--- config.mk ---
export PLATFORM = sky130hd
export DESIGN_NAME = sram_fifo_ctl_2048x32
export DESIGN_NICKNAME = d
export VERILOG_FILES = /design/src/rtl/sram_fifo_ctl_2048x32.sv
export SDC_FILE = /design/constraint.sdc
export NUM_CORES = 1
export LEC_CHECK = 0
export CORE_ASPECT_RATIO = 0.9
export CORE_MARGIN = 5
export CORE_UTILIZATION = 30
export DETAILED_ROUTE_END_ITERATION = 10
export GPL_TIMING_DRIVEN = 0
export RECOVER_POWER = 50
export SLEW_MARGIN = 20
export SYNTH_ARGS = -nofsm -noshare
export SYNTH_HDL_FRONTEND = slang
export SYNTH_SLANG_ARGS = --single-unit
--- constraint.sdc ---
create_clock -name sram_clock -period 3.9 [get_ports sram_clock]
set_input_delay 0.39 -clock sram_clock [delete_from_list [all_inputs] [get_ports sram_clock]]
set_output_delay 0.39 -clock sram_clock [all_outputs]
set_load 0.02 [all_outputs]
--- src/rtl/sram_fifo_ctl_2048x32.sv ---
// sram_fifo_ctl_2048x32: FIFO controller driving an external synchronous dual-port SRAM.
//
// Ports:
//   sram_clock, sram_reset             single clock, asynchronous active-high reset
//   fifo_push, fifo_push_data          enqueue request and word
//   fifo_pop                           dequeue request
//   fifo_flush                         synchronous clear of contents and pointers
//   fifo_pop_valid, fifo_pop_data      registered dequeued word, valid for one cycle
//   fifo_empty, fifo_full, fifo_count  occupancy (count is 0..2^ADDR_WIDTH)
//   fifo_push_error, fifo_pop_error    one-cycle pulses for rejected requests
//   sram_write, sram_write_address, sram_write_data   SRAM write port
//   sram_read, sram_read_address, sram_read_data      SRAM read port (data one cycle after strobe)
module sram_fifo_ctl_2048x32 #(
    parameter int ADDR_WIDTH = 11,
    parameter int DATA_WIDTH = 32
) (
    input  logic                  sram_clock,
    input  logic                  sram_reset,
    input  logic                  fifo_push,
    input  logic [DATA_WIDTH-1:0] fifo_push_data,
    input  logic                  fifo_pop,
    input  logic                  fifo_flush,
    output logic                  fifo_pop_valid,
    output logic [DATA_WIDTH-1:0] fifo_pop_data,
    output logic                  fifo_empty,
    output logic                  fifo_full,
    output logic [ADDR_WIDTH:0]   fifo_count,
    output logic                  fifo_push_error,
    output logic                  fifo_pop_error,
    output logic                  sram_write,
    output logic [ADDR_WIDTH-1:0] sram_write_address,
    output logic [DATA_WIDTH-1:0] sram_write_data,
    output logic                  sram_read,
    output logic [ADDR_WIDTH-1:0] sram_read_address,
    input  logic [DATA_WIDTH-1:0] sram_read_data
);

    localparam logic [ADDR_WIDTH:0] DEPTH = {1'b1, {ADDR_WIDTH{1'b0}}};

    logic [ADDR_WIDTH-1:0] wr_ptr;
    logic [ADDR_WIDTH-1:0] rd_ptr;
    logic                  s1_valid;
    logic                  push_ok;
    logic                  pop_ok;

    // Flags come from the registered count, so they never depend on this cycle's requests.
    assign fifo_empty = fifo_count == '0;
    assign fifo_full  = fifo_count == DEPTH;

    // Strobes are gated by reset so nothing reaches the SRAM while reset is held.
    assign push_ok = fifo_push && !fifo_full && !fifo_flush && !sram_reset;
    assign pop_ok  = fifo_pop && !fifo_empty && !fifo_flush && !sram_reset;

    assign sram_write         = push_ok;
    assign sram_write_address = wr_ptr;
    assign sram_write_data    = fifo_push_data;
    assign sram_read          = pop_ok;
    assign sram_read_address  = rd_ptr;

    always_ff @(posedge sram_clock or posedge sram_reset) begin
        if (sram_reset) begin
            wr_ptr          <= '0;
            rd_ptr          <= '0;
            fifo_count      <= '0;
            s1_valid        <= 1'b0;
            fifo_pop_valid  <= 1'b0;
            fifo_pop_data   <= '0;
            fifo_push_error <= 1'b0;
            fifo_pop_error  <= 1'b0;
        end else begin
            fifo_push_error <= fifo_push && fifo_full && !fifo_flush;
            fifo_pop_error  <= fifo_pop && fifo_empty && !fifo_flush;
            // A flush also drops the read already in flight in the SRAM.
            fifo_pop_valid  <= s1_valid && !fifo_flush;
            if (s1_valid && !fifo_flush)
                fifo_pop_data <= sram_read_data;
            if (fifo_flush) begin
                wr_ptr     <= '0;
                rd_ptr     <= '0;
                fifo_count <= '0;
                s1_valid   <= 1'b0;
            end else begin
                wr_ptr     <= wr_ptr + ADDR_WIDTH'(push_ok);
                rd_ptr     <= rd_ptr + ADDR_WIDTH'(pop_ok);
                fifo_count <= fifo_count + (ADDR_WIDTH+1)'(push_ok) - (ADDR_WIDTH+1)'(pop_ok);
                s1_valid   <= pop_ok;
            end
        end
    end

endmodule

* Yosys cells after proc, flatten, opt, wreduce, memory -nomap -nowiden *
Cells that the tools add are included.

storage, ports and cells
  bits in registers = 70
  bits of input ports = 69
  output and inout port bits = 105
  logic and storage cells = 33

cells by class
  $add $sub $neg = 4
  equality and inequality tests = 1
  mux-type cells = 4
  reductions and logical operators = 16

operators with widths
  operator                number
  $add A11 B1 Y11         2
  $mux W11                2
  $add A12 B1 Y12         1
  $eq A12 B12 Y1 const B  1
  $logic_not A12 Y1       1
  $mux W12                1
  $sub A12 B1 Y12         1
  $logic_and A1 B1 Y1     11
  $logic_not A1 Y1        4
  $mux W1                 1

* Logic depth before layout (Yosys ltp) *
Gate-level depths: netlist of the first run.

  depth after elaboration = 8
  gate-level depth with buffers = 15
  mapped depth without buffers = 15

* Least setup slack after synthesis of the first run *
OpenSTA, ideal clock, no wires.

  kind = register to register
  start point = register fifo_count[8]
  end point = register fifo_count[10]
  library setup time = 132 ps
  data arrival time = 3,783 ps
  data required time = 3,768 ps
  path slack = -15 ps
  stages on the path, launching flop included = 16
  buffers on the path = 0
  cell sequence = dfrtp_1 inv_1 ha_1 nand2_1 nor4_1 and2_1 nor4b_1 ha_1 inv_1 ha_1 fa_1 a211o_1 a31oi_1 o221ai_1 xnor2_1 nor2_1

on the way
  elaborated cells on any way between the ends = 13
  those cells by class = 2 x add/sub; 1 x eq/ne; 1 x mux; 9 x reduce/logical

RTL lines
  item                               RTL line  RTL
  start, declared                    27        output logic [ADDR_WIDTH:0] fifo_count,
  start signal, assigned             85        fifo_count <= fifo_count + (ADDR_WIDTH+1)'(push_ok) - (ADDR_WIDTH+1)'(pop_ok);
  $logic_not A12 Y1                  47        assign fifo_empty = fifo_count == '0;
  net fifo_empty                     25        output logic fifo_empty,
  $logic_not A1 Y1                   52        assign pop_ok = fifo_pop && !fifo_empty && !fifo_flush && !sram_reset;
  $logic_and A1 B1 Y1 (3 in series)  52
  net sram_read                      33        output logic sram_read,
  $sub A12 B1 Y12                    85
  $mux W12                           77        if (fifo_flush) begin

The timed path passes the listed nets, and every way through them passes these cells.
A chain may end at the register's enable or synchronous reset.

* Final worst setup path of the first run *
  start point = register fifo_count[9]
  end point = register fifo_count[10]

on the way
  cells in the longest elaborated chain, start to end = 8
  elaborated cells on any way between the ends = 13
  those cells by class = 2 x add/sub; 1 x eq/ne; 1 x mux; 9 x reduce/logical

RTL lines
  item                               RTL line  RTL
  $eq A12 B12 Y1                     48        assign fifo_full = fifo_count == DEPTH;
  $logic_not A1 Y1                   51        assign push_ok = fifo_push && !fifo_full && !fifo_flush && !sram_reset;
  $logic_and A1 B1 Y1 (3 in series)  51
  $add A12 B1 Y12                    85
  $sub A12 B1 Y12 *                  85
  $mux W12 *                         77

Every way passes the cells marked *; elsewhere a longest branch is shown, timed or not.

==> summary by stage, run 1 <==
Run status
The run finished, with violations left. The checks that failed: capacitance limit, slew limit.

Die
The I/O pin count is ~170. The x dimension of the die is between 100 and 150 um. The floorplan step defined a core boundary enclosing 0.0119 mm^2. The die covers between 0.01 and 0.015 mm^2. The height of the die is 114 um. Row generation in the floorplan step produced 38 rows. Once the floorplan was initialized, standard cells occupied 30.3% of the core.

Timing
Setup repair after global routing left no endpoint under its margin. The final hold violation count is 0. For the final database, setup skew stands at 0.00763 ns. The number of failing setup endpoints in the final timing report is 0.

The worst slew margin relative to its limit is -15.2%. The post-route fraction of the period consumed by the critical path is around 93%. The final hold slack is ~0.5 ns. The final setup TNS is 0 ns. The final max-slew violation count was 38.

The minimum period implied by the final worst setup slack is around 3.6 ns. The achievable frequency is approximately 280 MHz. At the pin with the least slew margin, the transition time is 1.73 ns.

GRT
The total overflow left after global routing is 0. The number of antenna violations at the first check in global routing is 0. The via count of the first global-routing pass is between 2000 and 3000.

The wire length of the first global-routing pass is 14.3 mm. Entering global routing, the biggest net connects 38 pins. In the global route stage, overall resource usage came out at 12.5%.

Synthesis
After synthesis, the cell types taking the most area are dfrtp_1, mux2_2, ha_1, buf_4, nor2_1. The Yosys step of the flow raised 0 warnings. The share of the Yosys chip area taken by registers is between 40% and 50%. The cell type contributing the most total cell area after synthesis is dfrtp_1. The number of enable flip-flop cells after synthesis is 0. The count of mapped cells out of synthesis is around 320.

The total standard cell area after synthesis is around 0.0036 mm^2. For this run, the leading register cell type out of synthesis is dfrtp_1. Each instance of the synthesized netlist takes up on average ~11 um^2.

The net count of the mapped netlist is ~400. The number of storage elements in the synthesis netlist is 70. The count of distinct cell types in the synthesized netlist is 43. The area share of the largest cell type after synthesis is approximately half. The post-synthesis async set-or-reset flop share is between 90% and 100%.

Critical path
In this run the worst setup path terminates at fifo_count[10]$_DFF_PP0_. The type of the worst setup path is flip-flop to flip-flop. For this design, the slowest cell found on the critical path is fa_1.

The maximum single-stage delay on the critical path is between 0.4 and 0.5 ns. Among the stages of the critical path, the cell type that occurs most often is ha_1. The startpoint class of the critical path is a flip-flop. The largest fanout on the critical path is 4.

Traced cell by cell, the critical path runs through inv_1 > ha_1 > nand2_1 > nor4_1 > and2_1 > nor4b_2 > ha_1 > inv_1 > ha_1 > fa_1 > a211o_1 > a31oi_2 > o221ai_1 > xnor2_1 > nor2_1. Tracing the worst setup path back leads to its startpoint at fifo_count[9]$_DFF_PP0_. The critical path endpoint category is a flip-flop. Together, buffers and inverters on the worst path number 2. The cell family contributing the most delay on the critical path is adder cells. The data required time at the worst endpoint is between 4 and 5 ns. The capture point of the worst reg-to-reg path is fifo_count[10]$_DFF_PP0_. Data arrives at the worst endpoint at roughly 3.8 ns. The depth of the worst register-to-register path is 15. The depth of the critical timing path with buffers and inverters included is 15. The start of the worst register-to-register path is fifo_count[9]$_DFF_PP0_. The worst reg-to-reg setup slack is around 0.27 ns.

Cells and area
Of the cells placed in the final design, the portion with a size suffix greater than 1 is 19.1%. The post-synthesis to final-layout area growth is 53.5%. The net count of the finished layout is 560.

After routing the design area is ~0.0055 mm^2. The utilization after layout is 46.5%. The number of antenna diodes in the final layout is 0.

Power
In this run the power spent charging and discharging nets is about 1.1 mW. The share of total power in sequential cells is 29.7%. The power per cell area is slightly below 600 mW/mm^2. The share of total power dissipated in the clock network is 24.6%. The worst ir drop on vdd is roughly 0.31 mV.

The internal portion of the total power is roughly 2.1 mW. Net switching is ~35% of the power. Combinational cells account for a little under half of the total power. The analysis attributes to cell leakage a power of 2.42 nW.

CTS
The clock passes through at most 2 buffers. The number of hold buffers added after CTS was 0. The clock-pin transition on the worst setup and hold timing paths is around 0.060 ns. For the worst-skew pair, the clock arrives at the later sink with an insertion delay of 0.33 ns. Clock tree synthesis inserted a total of 9 buffers. The H-tree generated during clock tree synthesis spans 3 levels. The clock root buffer master is clkbuf_16. TritonCTS built the clock tree. CTS saw 70 sinks.

Drt
The pre-antenna-repair detailed-routing pass consisted of 4 iterations. For this run, design rule violations remaining after detail routing come to 0. The routed wire length is 8.95 mm. The final antenna-violating net count is 0. After detailed routing, the number of vias per cell comes to 4.34. In the final routed layout, each cell accounts on average for around 14 um. Across all layers, the routed design uses approximately 2700 vias. The first routing iteration left 72 violations.

Placement
In this run the cell area measured after placement is ~0.0052 mm^2. Summed over all nets, the half-perimeter wirelength after detailed placement is 6.98 mm. The count of buffers from port buffering is approximately 140. The routability congestion estimate from global placement is between 0.8 and 0.9.

Flow run
The reported max-cap violation count is 1.

Min path
The number of cells on the worst hold path is 1. The path class of the tightest hold or removal check is flip-flop to flip-flop. The hold path startpoint is fifo_pop_data[18]$_DFFE_PP0P_.
power by group through the flow:
stage          clock network [mW]  logic (mW)  registers (mW)
6_report                    0.807        1.51           0.975
5_1_grt                     0.868        1.64           0.998
4_1_cts                     0.834        1.54           0.980
3_5_place_dp                    0        1.54           0.992
3_3_place_gp                    0        1.53           0.985
2_1_floorplan                   0       0.802            1.17
routing by layer:
metal	vias to the layer above	wire length [um]	GRT usage (%)
met1	1270	4020	15.4
met3	7	689	5.15
met2	115	4150	20.2
met5	-	0	0
li1	1350	-	-
met4	0	84	3.54
how the worst min path moves through the flow:
| stage | slack [ns] | to |
|---|---|---|
| 3_3_place_gp | 0.49 | fifo_pop_data[27]$_DFFE_PP0P_ |
| 5_1_grt | 0.51 | fifo_pop_data[0]$_DFFE_PP0P_ |
| 3_5_place_dp | 0.49 | fifo_pop_data[18]$_DFFE_PP0P_ |
| 4_1_cts | 0.51 | fifo_pop_data[18]$_DFFE_PP0P_ |
| 6_report | 0.50 | fifo_pop_data[18]$_DFFE_PP0P_ |
| 2_1_floorplan | 0.46 | s1_valid$_DFF_PP0_ |
final cells by class:
| type | count | area (um^2) |
|---|---|---|
| flip-flops and latches | 70 | 1750 |
| inverters | 18 | 68.8 |
| clock inverters | 4 | 47.5 |
| multi-input cells | 187 | 1520 |
| well taps | 160 | 200 |
| repair buffers | 142 | 1420 |
| clock buffers | 11 | 243 |
| fillers | 1114 | 6360 |
| plain buffers | 40 | 273 |
flip-flops by register name, summed over array words and instances (netlist names):
register / flops
fifo_pop_error: 1
sram_read_address: 11
fifo_count: 12
fifo_pop_data: 32
fifo_pop_valid: 1
sram_write_address: 11
s1_valid: 1
fifo_push_error: 1
cell families after synthesis:
| group | Yosys count | share of synthesized area, % |
|---|---|---|
| AO/OA/AOI/OAI | 32 | 6.64 |
| adder cells (fa/ha/maj) | 23 | 8.21 |
| AND/OR/NAND/NOR | 77 | 11.3 |
| flip-flops | 70 | 48.7 |
| multiplexers | 33 | 10.3 |
| XOR/XNOR | 22 | 5.35 |
| buffers and inverters | 58 | 9.49 |
cell usage after synthesis, drive strengths merged, types with 2 or more instances:
| library cell | number |
|---|---|
| a211oi | 2 |
| a31oi | 3 |
| nand2b | 3 |
| xor2 | 11 |
| nand3 | 7 |
| nor4 | 2 |
| mux2 | 33 |
| xnor2 | 11 |
| nor4b | 2 |
| o21ai | 5 |
| a21oi | 8 |
| nor2 | 27 |
| nor2b | 8 |
| or3 | 5 |
| nand4 | 4 |
| a21o | 3 |
| ha | 22 |
| inv | 18 |
| nand2 | 9 |
| o21bai | 2 |
| clkbuf | 4 |
| and3b | 2 |
| and2 | 3 |
| o31ai | 3 |
| a211o | 3 |
| dfrtp | 70 |
| buf | 36 |
cell usage in the layout, fill, tap and decap left out, types with 5 or more instances in the layout:
master	n
buf_4	32
nor2_1	27
ha_1	22
nand3_1	7
inv_1	17
clkdlybuf4s50_1	94
xnor2_1	11
nand2_1	9
clkbuf_1	6
xor2_1	11
nor2b_1	8
clkbuf_16	9
dlygate4sd3_1	47
a21oi_1	8
dfrtp_1	70
mux2_2	32
or3_1	5
stage by stage:
| step | power (mW) | std cells | setup slack [ns] |
|---|---|---|---|
| 2_1_floorplan | 1.98 | 315 | 0.360 |
| 3_3_place_gp | 2.51 | 616 | 0.0279 |
| 3_5_place_dp | 2.53 | 617 | 0.0232 |
| 4_1_cts | 3.36 | 632 | 0.182 |
| 5_1_grt | 3.51 | 632 | 0.0546 |
| 6_report | 3.29 | 632 | 0.267 |
worst reg2reg max path, cell delays in order (launching register included):
cell and delay [ns]:
dfrtp_1 0.40, inv_1 0.09, ha_1 0.16, nand2_1 0.06, nor4_1 0.40, and2_1 0.30
nor4b_2 0.11, ha_1 0.31, inv_1 0.04, ha_1 0.21, fa_1 0.43, a211o_1 0.31
a31oi_2 0.26, o221ai_1 0.19, xnor2_1 0.17, nor2_1 0.05
timing repair:
action	in CTS	in global routing
gates resized for setup	0	1
setup endpoints to repair	0	1
buffers inserted	0	0
(Power assumes the default switching activity.)
==> inputs of run 2 (changes only) <==
- CTS_CLUSTER_DIAMETER: not set -> 120
- SLEW_MARGIN: 20 -> not set
==> results of run 2 <==
Final layout, timing and power as in run 1 (identical DEF).
